==> config.mk <==
export PLATFORM = sky130hd
export DESIGN_NAME = fetch_mem_arbiter
export DESIGN_NICKNAME = d
export VERILOG_FILES = /design/src/rtl/fetch_mem_arbiter.sv
export SDC_FILE = /design/constraint.sdc
export NUM_CORES = 1
export LEC_CHECK = 0
export ABC_AREA = 1
export ABC_CLOCK_PERIOD_IN_PS = 1250
export BUFFER_PORTS_ARGS = -buffer_cell sky130_fd_sc_hd__buf_2
export CORE_MARGIN = 1
export CORE_UTILIZATION = 48
export CTS_CLUSTER_SIZE = 16
export DETAILED_ROUTE_END_ITERATION = 10
export GPL_TIMING_DRIVEN = 0
export PLACE_DENSITY_LB_ADDON = 0.1
export SKIP_CTS_REPAIR_TIMING = 1
export SKIP_LAST_GASP = 1
export SYNTH_ARGS = -nofsm -noshare
export SYNTH_HDL_FRONTEND = slang
export SYNTH_SLANG_ARGS = --single-unit
==> constraint.sdc <==
create_clock -name clk -period 1.25 [get_ports clk]
set_clock_uncertainty 0.05 [all_clocks]
set_input_delay 0.0625 -clock clk [delete_from_list [all_inputs] [get_ports clk]]
set_output_delay 0.0625 -clock clk [all_outputs]
set_load 0.05 [all_outputs]
==> src/rtl/fetch_mem_arbiter.sv <==
// Shares one memory port between instruction refills (I) and data accesses (D).
// Optional watchdog in BUSY is enabled by defining FETCH_MEM_ARB_TIMEOUT_EN.
module fetch_mem_arbiter #(
  parameter int AW             = 32,
  parameter int DW             = 32,
  parameter int TIMEOUT_CYCLES = 255
) (
  input  logic          clk,
  input  logic          rst,
  input  logic          i_req,
  input  logic [AW-1:0] i_addr,
  output logic          i_done,
  output logic [DW-1:0] i_rdata,
  input  logic          d_req,
  input  logic          d_we,
  input  logic [AW-1:0] d_addr,
  input  logic [DW-1:0] d_wdata,
  output logic          d_done,
  output logic [DW-1:0] d_rdata,
  output logic [1:0]    fe_ctr,
  output logic          mem_req,
  output logic          mem_we,
  output logic [AW-1:0] mem_addr,
  output logic [DW-1:0] mem_wdata,
  input  logic          mem_ack,
  input  logic [DW-1:0] mem_rdata,
  output logic          err,
  output logic [1:0]    dbg_state
);

  // Memory handshake: mem_req rises with address/controls and all of them
  // stay frozen until mem_ack is sampled high; mem_ack outside BUSY is ignored.
  localparam logic [1:0] IDLE = 2'd0;
  localparam logic [1:0] BUSY = 2'd1;
  localparam logic [1:0] DONE = 2'd2;

  logic [1:0] state;
  logic       last;    // 1 = data side won the previous grant
  logic       owner;   // 1 = data side owns the current transaction
  logic       grant_d;
  logic       finish;
  logic       timeout;
  logic       i_finish;

`ifdef FETCH_MEM_ARB_TIMEOUT_EN
  localparam int CW = ($clog2(TIMEOUT_CYCLES + 1) > 8) ? $clog2(TIMEOUT_CYCLES + 1) : 8;
  logic [CW-1:0] cnt;

  always_ff @(posedge clk) begin
    if (rst || state != BUSY) cnt <= '0;
    else if (!mem_ack)        cnt <= cnt + CW'(1);
  end

  // Fires on the BUSY cycle that would make the un-acked count reach the limit.
  assign timeout = (state == BUSY) && !mem_ack && ((cnt + CW'(1)) == CW'(TIMEOUT_CYCLES));
`else
  localparam int timeout_unused = TIMEOUT_CYCLES;
  assign timeout = 1'b0;
`endif

  // Ties go to whoever did not win last; a lone requester always wins.
  assign grant_d   = d_req && (!i_req || !last);
  assign finish    = (state == BUSY) && (mem_ack || timeout);
  assign i_finish  = finish && !owner;
  assign dbg_state = state;

  always_ff @(posedge clk) begin
    if (rst) begin
      state     <= IDLE;
      last      <= 1'b1;
      owner     <= 1'b0;
      mem_req   <= 1'b0;
      mem_we    <= 1'b0;
      mem_addr  <= '0;
      mem_wdata <= '0;
      i_done    <= 1'b0;
      d_done    <= 1'b0;
      i_rdata   <= '0;
      d_rdata   <= '0;
      err       <= 1'b0;
      fe_ctr    <= 2'b00;
    end else begin
      i_done <= i_finish;
      d_done <= finish && owner;
      err    <= finish && timeout;
      fe_ctr <= (i_req && !i_finish) ? 2'b10 : 2'b00;
      case (state)
        IDLE: begin
          if (i_req || d_req) begin
            state     <= BUSY;
            owner     <= grant_d;
            last      <= grant_d;
            mem_req   <= 1'b1;
            mem_we    <= grant_d && d_we;
            mem_addr  <= grant_d ? d_addr : i_addr;
            mem_wdata <= grant_d ? d_wdata : '0;
          end
        end
        BUSY: begin
          if (finish) begin
            mem_req <= 1'b0;
            state   <= DONE;
            if (owner) d_rdata <= timeout ? '0 : mem_rdata;
            else       i_rdata <= timeout ? '0 : mem_rdata;
          end
        end
        DONE:    state <= IDLE;
        default: state <= IDLE;
      endcase
    end
  end

endmodule

# After elaboration in Yosys (flattened, before gate mapping)
# Cells that the tools add are included.
# word_totals
ff_bits	138
input_bits	134
out_inout_bits	137
word_cells	44
# op_classes
eq_ne	3
n_mux	9
n_bitwise	1
reduce_logical	19
# ops
operator	n
2-to-1 mux 32 bit	2
AND reduction 3 bit	3
logical AND 1 bit	6
2-to-1 mux 2 bit	3
logical NOT 1 bit	4
!= test 2 bit, second input constant	2
one-hot mux 2 bit (2 select lines)	1
AND reduction 2 bit	2
equality test 2 x 1 -> 1 bit, second input constant	1
logical NOT 2 bit	1
logical OR 1 bit	2
2-to-1 mux 1 bit	2
one-hot mux 1 bit (2 select lines)	1
nonzero test 2 bit	1
inverter 1 bit	1

# Longest topological paths before layout
# logic_depth
ltp_word	6
ltp_mapped	8
mapped_depth_nobuf	6

# Least setup slack after synthesis
# OpenSTA, ideal clock, no wires.
# synth_timing
path_type	reg-to-reg
start	register state[0], in the netlist dbg_state[0]
end	register i_rdata[10]
setup_time_ns	0.064
t_arrival_ns	1.441
required_ns	1.136
path_slack_ns	-0.305
path_stages_with_launch	6
path_buffers	1
period_less_slack_ns	1.555
path_cell_list	dfxtp_1 -> nand3_1 -> nor2_4 -> buf_4 -> nor2_1 -> nor2_1
# synth_via
elab_chain_cells	3
# synth_rtl
item	line_no	rtl
from (decl)	37	logic [1:0] state;
from (signal assigned)	69	state <= IDLE;
from (signal assigned)	90	state <= BUSY;
from (signal assigned)	102	state <= DONE;
equality test 2 x 1 -> 1 bit *	63, 87	
logical AND 1 bit	63	assign finish = (state == BUSY) && (mem_ack || timeout);
AND reduction 3 bit (no line) *	-	
to (signal assigned)	104	else i_rdata <= timeout ? '0 : mem_rdata;
to (decl)	13	output logic [DW-1:0] i_rdata,
# Every way passes the cells marked *; elsewhere a longest branch is shown, timed or not.
# A chain may end at the register's enable or synchronous reset.

# Worst setup path after layout
# layout_timing
start	register last
end	register mem_wdata[16]
# layout_via
elab_chain_cells	4
# layout_rtl
item	line_no	rtl
from (decl)	38	logic last;
from (signal assigned)	92	last <= grant_d;
logical NOT 1 bit	62	assign grant_d = d_req && (!i_req || !last);
logical OR 1 bit	62	
logical AND 1 bit	62	
2-to-1 mux 32 bit	96	mem_wdata <= grant_d ? d_wdata : '0;
to (signal assigned)	96	
to (decl)	24	output logic [DW-1:0] mem_wdata,
# Every way passes these cells.

==> flow_metrics.py <==
metrics = {
    "floorplan": {
        "die_area_um2": 13430,
        "row_count": 41,
        "core_area_um2": 12620,
        "fp.dieW_um": 115.9,
        "start_util_pct": 49.33,
        "io_pins": 271,
        "dieHeight_um": 115.9,
    },
    "logic_synthesis": {
        "avgSynthCellArea_um2": 6.212,
        "synthTopCellsByArea": "dfxtp_1 44%, nand2_1 18%, nor2_1 16%",
        "ys_ff_latch": 137,
        "synth_top_area_share_pct": 44.06,
        "synth_area_um2": 6225,
        "synth_top_area_cell": "dfxtp_1",
        "yosysUniqueCellTypes": 18,
        "async_reset_ff_share_pct": 0,
        "synth_cells": 1002,
        "synth_edf_count": 0,
        "ys_seq_area_share_pct": 44.06,
        "synthFlopType": "dfxtp_1",
        "yosys_warnings": 0,
    },
    "timing": {
        "maxSlewViolCount": 0,
        "relSlewSlack_pct": 63.95,
        "setup_viol": 91,
        "fmax_ghz": 0.7001,
        "worst_pin_slew_ns": 0.5407,
        "finalCritPeriodShare_pct": 114.3,
        "hold_viol_final": 11,
        "setup_slack_ns": -0.1784,
        "rsz0062_at_grt": "yes",
        "whs_ns": -0.07054,
        "fin_crit_ns": 1.428,
    },
    "cells_and_area": {
        "antennaDiodeCount": 0,
        "multi_input_area_um2": 2754,
        "regArea_um2": 2751,
        "n_fill_cell": 868,
        "area_growth_pct": 64.90,
        "fin_nets": 1562,
        "drive_gt1_share_pct": 29.35,
        "fin_cells": 1613,
    },
    "place": {
        "dp_cells": 1442,
        "port_buffers": 267,
        "gp_congestion": 0.7912,
        "hpwl_mm": 12.94,
    },
    "clocking": {
        "clock-sinks": 137,
        "root_buffer": "clkbuf_16",
        "ctsLongestPathBuffers": 2,
        "cts_tree": "yes",
        "clock_latency_ns": 0.41,
        "cts_max_level": 4,
        "cts-buffers-inserted": 17,
        "clkTransAtPathRegs_ns": 0.06,
    },
    "worst_setup_path": {
        "crit_type": "flip-flop to flip-flop",
        "worst-endpoint-required_ns": 1.55,
        "critical_path.top_delay_family": "simple AND/OR/NAND/NOR gates",
        "critPathLaunchType": "flip-flop",
        "path_max_fanout": 10,
        "cp_cell_sequence": "nand2_1 -> nand2_4 -> buf_4 -> buf_2 -> nor2_1 -> nand2_1 -> a21oi_2",
        "reg2reg_slack_ns": -0.18,
        "crit_slowest_cell": "dfxtp_1",
        "worstSetupEndpointType": "flip-flop",
        "path_common_cell": "nand2_1",
        "crit_buf_inv": 2,
        "crit_path_start": "last$_SDFFE_PP1P_",
        "worst-endpoint-arrival_ns": 1.73,
        "timing.rr.end": "mem_wdata[16]$_SDFFE_PP0P_",
        "crit_cells": 7,
        "r2r-start": "last$_SDFFE_PP1P_",
        "max_stage_delay_ns": 0.32,
        "worstSetupEndpoint": "mem_wdata[16]$_SDFFE_PP0P_",
        "reg2reg_depth": 7,
    },
    "route": {
        "detail_route.iter0.violations": 571,
        "wl_per_cell_um": 14.09,
        "drtAntennaViolNets": 0,
        "vias": 7573,
        "firstDrtPassIters": 7,
        "drt-total-wl_mm": 22.73,
        "drt-vias-per-instance": 4.695,
        "drc": 0,
    },
    "pwr": {
        "max-vdd-ir-drop_mv": 1.191,
        "leakage_nw": 5.688,
        "p_per_area_nw_per_um2": 1385,
    },
    "grt": {
        "grt_pass1_wl_mm": 27.50,
        "antenna_found_initial": 0,
        "grt_overflow": 0,
        "grt_use_total_pct": 26.57,
        "grt_max_degree": 17,
        "grt_pass1_vias": 5740,
    },
    "job": {
        "maxCapViolations": 0,
    },
    "outcome": {
        "violations": "hold timing, setup timing",
        "status": "finished, violations left",
    },
    "hold_path": {
        "hp-class": "input pin to flip-flop",
    },
}
[power by group]
group / internal, mW / total [mW] / switching [mW]
clock network: 4.00 / 5.92 / 1.93
registers: 4.65 / 4.81 / 0.154
logic: 1.21 / 3.48 / 2.28
[synthesized netlist by cell type, types with 2 or more instances]
cell type,n
dfxtp_1,137
nand2_1,299
buf_1,7
nand4_1,33
nor2_1,262
a21oi_1,36
clkbuf_1,19
buf_2,18
buf_4,15
inv_2,3
nand3_1,2
inv_1,164
nor2_2,2
[worst min path at each step]
stage	end	start	depth (start not counted)	slack [ns]
5_1_grt	mem_addr[22]$_SDFFE_PP0P_	d_addr[22]	5	0.003
6_report	mem_addr[13]$_SDFFE_PP0P_	d_addr[13]	5	-0.07
3_3_place_gp	d_rdata[30]$_SDFFE_PP0P_	mem_rdata[30]	3	0.25
4_1_cts	d_rdata[6]$_SDFFE_PP0P_	mem_rdata[6]	3	-0.17
3_5_place_dp	d_rdata[1]$_SDFFE_PP0P_	mem_rdata[1]	3	0.26
2_1_floorplan	fe_ctr[1]$_SDFF_PP0_	i_req	2	0.14
[through the flow]
stage | area (um2) | utilization, % | power (mW) | setup TNS [ns] | setup slack, ns
after floorplan | 6236 | - | 6.895 | 0 | 0.003990
after global placement | 7787 | 61.71 | 7.655 | -14.24 | -0.2462
after detailed placement | 7787 | 61.71 | 7.683 | -16.64 | -0.2688
after CTS | 8477 | 67.17 | 13.55 | -17.74 | -0.2777
after global routing | 10260 | 81.34 | 14.71 | -11.54 | -0.2227
final | 10260 | 81.34 | 14.21 | -3.717 | -0.1784
[layout make-up]
class	count	share of cell area, %
Buffer	60	4.315
Multi-Input combinational cell	639	26.83
Clock buffer	20	4.352
Tap cell	172	2.097
Timing Repair Buffer	406	27.08
Inverter	167	6.156
Sequential cell	137	26.80
Clock inverter	12	2.365
[logic make-up after synthesis]
kind of cell,synth area share [%]
buffers and inverters,15.08
AO/OA/AOI/OAI,3.035
AND/OR/NAND/NOR,37.77
flip-flops,44.06
other,0.06024
[placed cells by master (no fill, tap or decap), types with 2 or more instances in the layout]
cell / n
a21oi_2: 5
conb_1: 2
buf_8: 6
buf_12: 3
clkbuf_2: 9
nand2_4: 9
nor2_4: 4
buf_1: 7
buf_4: 14
nand4_1: 33
dfxtp_1: 134
a21oi_1: 31
dlygate4sd3_1: 119
nor2_1: 242
buf_6: 18
nand2_2: 17
nor2_2: 19
buf_2: 277
bufinv_16: 7
dfxtp_4: 2
clkinv_2: 2
inv_4: 3
clkbuf_16: 20
nand2_1: 273
clkbuf_1: 11
inv_1: 164
[tightest hold or removal path, cell delays in order]
cell    delay [ns]
buf_2         0.07
inv_1         0.03
nor2_1        0.09
nor2_1        0.05
nor2_1        0.06
[per-layer routing]
metal	global-route usage, %	vias up	part of all wire, %
met3	9.153	55	7.5
met4	7.094	0	2.5
met1	31.55	3381	39
met2	45.60	370	51
li1	-	3767	-
met5	0	-	0
[sequential cells by signal, summed over array words and instances, names as in the netlist]
name	cells
mem_we	1
i_done	1
mem_addr	32
d_rdata	32
owner	1
mem_req	1
d_done	1
i_rdata	32
last	1
dbg_state	2
fe_ctr	1
mem_wdata	32
No activity file was read; power rests on OpenSTA's default activity.
